<file path="src/rtl/mcp_pkg.sv">
// Shared types for the parametrised multi-cycle accumulator processor:
// opcode encoding, FSM states and opcode field width.
package mcp_pkg;

  localparam int OPC_W = 3;

  typedef enum logic [OPC_W-1:0] {
    OP_LDA = 3'b000,
    OP_STA = 3'b001,
    OP_ADD = 3'b010,
    OP_SUB = 3'b011,
    OP_AND = 3'b100,
    OP_NOT = 3'b101,
    OP_JMP = 3'b110,
    OP_JZ  = 3'b111
  } opcode_e;

  typedef enum logic [2:0] {
    S_FETCH,
    S_DECODE,
    S_MEMRD,
    S_MEMWR,
    S_HALT
  } state_e;

endpackage

</file>
<file path="src/rtl/mcp_alu.sv">
// Combinational accumulator ALU: LDA pass-through, ADD, SUB, AND, NOT.
// Arithmetic wraps modulo 2^DATA_W; no flags are produced.
module mcp_alu
  import mcp_pkg::*;
#(
  parameter int DATA_W = 8
) (
  input  logic [OPC_W-1:0]  op_i,
  input  logic [DATA_W-1:0] acc_i,
  input  logic [DATA_W-1:0] operand_i,
  output logic [DATA_W-1:0] result_o
);

  // NOTE: the default assignment before the case keeps every path driven,
  // so no latch is inferred for opcodes that leave the accumulator alone.
  always_comb begin
    result_o = acc_i;
    case (opcode_e'(op_i))
      OP_LDA:  result_o = operand_i;
      OP_ADD:  result_o = acc_i + operand_i;
      OP_SUB:  result_o = acc_i - operand_i;
      OP_AND:  result_o = acc_i & operand_i;
      OP_NOT:  result_o = ~acc_i;
      default: result_o = acc_i;
    endcase
  end

endmodule

</file>
<file path="src/rtl/multicycle_cpu_param.sv">
// Multi-cycle accumulator processor with a request/ready memory handshake.
// Optional halt detector on a self-jump, enabled by defining MCP_HALT_EN.
module multicycle_cpu_param
  import mcp_pkg::*;
#(
  parameter int DATA_W = 8,
  parameter int ADDR_W = 5
) (
  input  logic              clk,
  input  logic              rst,
  output logic              mem_req,
  output logic              mem_we,
  output logic [ADDR_W-1:0] mem_addr,
  output logic [DATA_W-1:0] mem_wdata,
  input  logic [DATA_W-1:0] mem_rdata,
  input  logic              mem_ready,
  output logic [DATA_W-1:0] acc_out,
  output logic [ADDR_W-1:0] pc_out,
  output logic              halted
);

  state_e              state_q, state_d;
  logic [ADDR_W-1:0]   pc_q, pc_d;
  logic [DATA_W-1:0]   acc_q, acc_d;
  opcode_e             ir_op_q, ir_op_d;
  logic [ADDR_W-1:0]   ir_addr_q, ir_addr_d;
  logic                mem_req_q, mem_req_d;
  logic [DATA_W-1:0]   alu_result;

  mcp_alu #(.DATA_W(DATA_W)) u_alu (
    .op_i      (ir_op_q),
    .acc_i     (acc_q),
    .operand_i (mem_rdata),
    .result_o  (alu_result)
  );

  // NOTE: sequential state uses non-blocking assignments so every register
  // samples the pre-edge values, independent of statement order.
  always_ff @(posedge clk) begin
    if (rst) begin
      state_q   <= S_FETCH;
      pc_q      <= '0;
      acc_q     <= '0;
      ir_op_q   <= OP_LDA;
      ir_addr_q <= '0;
      mem_req_q <= 1'b0;
    end else begin
      state_q   <= state_d;
      pc_q      <= pc_d;
      acc_q     <= acc_d;
      ir_op_q   <= ir_op_d;
      ir_addr_q <= ir_addr_d;
      mem_req_q <= mem_req_d;
    end
  end

  always_comb begin
    state_d   = state_q;
    pc_d      = pc_q;
    acc_d     = acc_q;
    ir_op_d   = ir_op_q;
    ir_addr_d = ir_addr_q;

    case (state_q)
      // A fetch only completes once the registered request is actually out.
      S_FETCH: begin
        if (mem_req_q && mem_ready) begin
          ir_op_d   = opcode_e'(mem_rdata[DATA_W-1 -: OPC_W]);
          ir_addr_d = mem_rdata[ADDR_W-1:0];
          state_d   = S_DECODE;
        end
      end
      S_DECODE: begin
        pc_d    = pc_q + ADDR_W'(1);
        state_d = S_FETCH;
        case (ir_op_q)
          OP_NOT: acc_d = alu_result;
          OP_JMP: begin
            pc_d = ir_addr_q;
`ifdef MCP_HALT_EN
            if (ir_addr_q == pc_q) state_d = S_HALT;
`endif
          end
          OP_JZ:   if (acc_q == '0) pc_d = ir_addr_q;
          OP_STA:  state_d = S_MEMWR;
          default: state_d = S_MEMRD;
        endcase
      end
      S_MEMRD: begin
        if (mem_ready) begin
          acc_d   = alu_result;
          state_d = S_FETCH;
        end
      end
      S_MEMWR: begin
        if (mem_ready) state_d = S_FETCH;
      end
`ifdef MCP_HALT_EN
      S_HALT:  state_d = S_HALT;
`endif
      default: state_d = S_FETCH;
    endcase

    mem_req_d = (state_d == S_FETCH) || (state_d == S_MEMRD) || (state_d == S_MEMWR);
  end

  // Address, direction and write data derive from registered state only,
  // so they hold steady across wait states.
  assign mem_req   = mem_req_q;
  assign mem_we    = (state_q == S_MEMWR);
  assign mem_addr  = (state_q == S_FETCH) ? pc_q : ir_addr_q;
  assign mem_wdata = acc_q;
  assign acc_out   = acc_q;
  assign pc_out    = pc_q;

`ifdef MCP_HALT_EN
  assign halted = (state_q == S_HALT);
`else
  assign halted = 1'b0;
`endif

endmodule

</file>
<file path="config.mk">
export PLATFORM = sky130hd
export DESIGN_NAME = multicycle_cpu_param
export DESIGN_NICKNAME = d
export VERILOG_FILES = /design/src/rtl/mcp_pkg.sv /design/src/rtl/mcp_alu.sv /design/src/rtl/multicycle_cpu_param.sv
export SDC_FILE = /design/constraint.sdc
export NUM_CORES = 1
export LEC_CHECK = 0
export CORE_MARGIN = 5
export CORE_UTILIZATION = 35
export CTS_CLUSTER_SIZE = 8
export DETAILED_ROUTE_END_ITERATION = 12
export SYNTH_ARGS = -nofsm -noshare
export SYNTH_HDL_FRONTEND = slang
export SYNTH_HIERARCHICAL = 1
export SYNTH_SLANG_ARGS = --single-unit
</file>
<file path="constraint.sdc">
create_clock -name clk -period 2.6 [get_ports clk]
set_input_delay 0.65 -clock clk [delete_from_list [all_inputs] [get_ports clk]]
set_output_delay 0.65 -clock clk [all_outputs]
set_load 0.02 [all_outputs]
</file>
==> insert_results.sql <==
INSERT INTO impl_metrics (metric_group, metric, value, unit) VALUES
('placed_design', 'place.port_buffers', '38', ''),
('flow_run', 'timing.max_cap.violations', '0', ''),
('floorplan', 'floorplan.rows', '28', ''),
('placed_design', 'routabilityCongestion', '0.873', ''),
('drt', 'post_drt_via_cell_ratio', '5.37', ''),
('yosys', 'syn-mean-instance-area', '7.68', 'sq um'),
('clock_tree', 'tritoncts_clock_tree', 'yes', ''),
('critical_path', 'crit_path_max_incr_delay', '320', 'ps'),
('sta', 'grt_setup_unrepaired', 'yes', ''),
('critical_path', 'crit_fanout', '4', ''),
('critical_path', 'critical_path.cell_chain', 'clkbuf_2 > nor4_4 > a21oi_2 > xnor2_1 > ha_1 > a21o_1 > a31o_2 > a21oi_2 > xnor2_1 > a21oi_1 > nand3_1 > a21oi_2', ''),
('critical_path', 'crit_required', '2800', 'ps'),
('yosys', 'combinational_family_with_the_most_area_after_synthesis', 'simple AND/OR/NAND/NOR gates', ''),
('finish', 'commonest_cells_after_routing_fill_and_taps_aside', '36 x buf_4, 32 x nand2_1, 27 x clkdlybuf4s50_1', ''),
('drt', 'route.antenna.remaining_nets', '0', ''),
('finish', 'final_common_cell', 'buf_4', ''),
('min_path', 'timing.hold.worst.class', 'register to register', ''),
('run_status', 'run_status', 'finished clean', ''),
('finish', 'area_growth', '35.2', '%'),
('floorplan', 'die_h', '86.7', 'um'),
('placed_design', 'hpwlAfterDp', '4610', 'um'),
('clock_tree', 'cts_sinks', '25', ''),
('sta', 'final-max-slew-violation-count', '0', ''),
('sta', 'timing_worst_slew_pin_value', '617', 'ps'),
('yosys', 'netlist_instances', '268', ''),
('clock_tree', 'cts-buffers-inserted', '3', ''),
('global_routing', 'grt.total_usage', '17.4', '%'),
('yosys', 'synthMuxAreaShare', '3.28', '%'),
('global_routing', 'grt_start_max_net_pins', '25', ''),
('floorplan', 'chipWidth', '86.7', 'um'),
('pwr', 'power_per_cell_area', '320', 'nW/um^2'),
('sta', 'skew', '7.84', 'ps'),
('pwr', 'static-leakage-power', '0.00114', 'uW'),
('finish', 'drive_above_1_share', '24.6', '%'),
('yosys', 'synth-xor-area-share', '5.53', '%'),
('global_routing', 'grt_first_pass_wirelength', '10600', 'um'),
('yosys', 'synth_enable_flop_cells', '0', ''),
('drt', 'drtPass1Iterations', '4', ''),
('critical_path', 'timing.critical_path.from_type', 'primary input', ''),
('placed_design', 'placement.setup.worst_slack', '-680', 'ps'),
('sta', 'finalHoldViolCount', '0', ''),
('yosys', 'synthSimpleGateAreaFrac', '25.7', '%'),
('drt', 'totalWireLength', '6090', 'um'),
('sta', 'finalCritPeriodShare', '95.7', '%'),
('sta', 'min_period', '2490', 'ps'),
('drt', 'route.vias.total', '2149', ''),
('drt', 'route.detailed.wl_per_inst', '15.2', 'um'),
('yosys', 'synth_top_cell_by_area', 'dfxtp_1', ''),
('floorplan', 'top_level_ports', '40', ''),
('sta', 'finalHoldWorstSlack', '494', 'ps'),
('yosys', 'synthArstFlopShare', '0', '%'),
('global_routing', 'grt_pass1_vias', '2142', ''),
('sta', 'report.final.setup_viol', '0', ''),
('yosys', 'synthesis.yosys.warnings', '6', ''),
('critical_path', 'worst_setup_path_end_kind', 'register', ''),
('pwr', 'design_power_total', '890', 'uW'),
('sta', 'post-route-worst-setup-slack', '112', 'ps'),
('clock_tree', 'ctsHtreeMaxLevel', '1', ''),
('global_routing', 'antenna_found_initial', '0', ''),
('finish', 'finish.net_count', '348', ''),
('yosys', 'post_synthesis_adder_cell_area_fraction', '7.05', '%'),
('pwr', 'ir_drop', '287', 'uV'),
('yosys', 'synth_top_area_share', '24.3', '%'),
('drt', 'first_iter_violations', '109', ''),
('finish', 'count_of_inserted_antenna_diode_cells', '0', ''),
('min_path', 'holdPathStages', '2', ''),
('sta', 'max_clock_freq', '402', 'MHz'),
('critical_path', 'cpMaxStageDelayCell', 'nor4_4', ''),
('floorplan', 'floorplan.initialDensity', '35.4', '%'),
('floorplan', 'placeableCoreArea', '5820', 'sq um'),
('global_routing', 'overflow', '0', '');
## cell usage after synthesis, drive strengths merged (2+ instances only)
cell and n:
a21o 3, a21oi 30, a311oi 2, a31oi 10, and2 3, and4 2
buf 19, clkbuf 4, dfxtp 25, ha 10, inv 7, mux2 6
nand2 33, nand3 14, nand4 4, nor2 17, nor2b 2, nor3 6
nor3b 3, o211ai 3, o21a 2, o21ai 17, o22ai 9, o32ai 2
or4 2, or4b 2, xnor2 9, xor2 4
## power by group
part	internal (uW)	leakage, uW	switching (uW)	total, uW
combinational	119	0.000910	128	247
clock	109	0.0000217	127	236
sequential	394	0.000204	13.5	408
total	621	0.00114	269	890
## layer usage
layer  share of wire, %  wire length (um)  global-route usage [%]  vias up
met5                  0                 0                       0        -
met4                1.2                76                    5.24        0
met3                5.0               306                    3.33       10
met2                 50              3020                    28.4       56
met1                 44              2690                    23.1      999
li1                   -                 -                       -     1084
## cell families (layout without fill, tap and decap cells)
kind of cell / Yosys count / after routing
adder cells (fa/ha/maj): 11 / 11
flip-flops: 25 / 25
buffers and inverters: 30 / 86
multiplexers: 6 / 6
XOR/XNOR: 13 / 13
AND/OR/NAND/NOR: 98 / 98
other: 1 / 2
AO/OA/AOI/OAI: 84 / 84
## cell type report
| class | instances | area [sq um] |
|---|---|---|
| Inverter | 7 | 26.3 |
| Clock inverter | 1 | 7.51 |
| Clock buffer | 3 | 41.3 |
| Sequential cell | 25 | 502 |
| Fill cell | 621 | 3030 |
| Multi-Input combinational cell | 214 | 1460 |
| Tap cell | 75 | 93.8 |
| Timing Repair Buffer | 75 | 648 |
## metrics by stage
stage	area [sq um]	setup TNS [ps]
after floorplan	2060	0
after global placement	2630	-3220
after detailed placement	2630	-3340
after CTS	2740	0
after global routing	2780	-25.9
final	2780	0
## critical path, delay by kind of cell
kind	cells	cell delay (ps)
fa+ha+maj	1	300
simple gates	2	420
buf+inv	1	140
xor+xnor	2	280
compound gates	6	910
## state kept, by name (all words and copies together), names as in the netlist
register   cells
ir_op_q        3
acc_out        8
pc_out         5
state_q        3
mem_req        1
ir_addr_q      5
## worst paths after layout
kind / endpoint / from / slack, ps
min reg2reg: ir_addr_q[4] / ir_addr_q[4] / 490
max: acc_out[7] / mem_rdata[3] / 110
min: ir_addr_q[4] / ir_addr_q[4] / 490
max reg2reg: acc_out[4] / ir_op_q[0] / 170
## timing repair
action                                  in CTS  in global routing
resized for setup                           23                 23
pin swaps                                   11                 19
endpoints found under the setup margin       6                  9
buffers inserted                             2                  1
No activity file was read; power rests on OpenSTA's default activity.
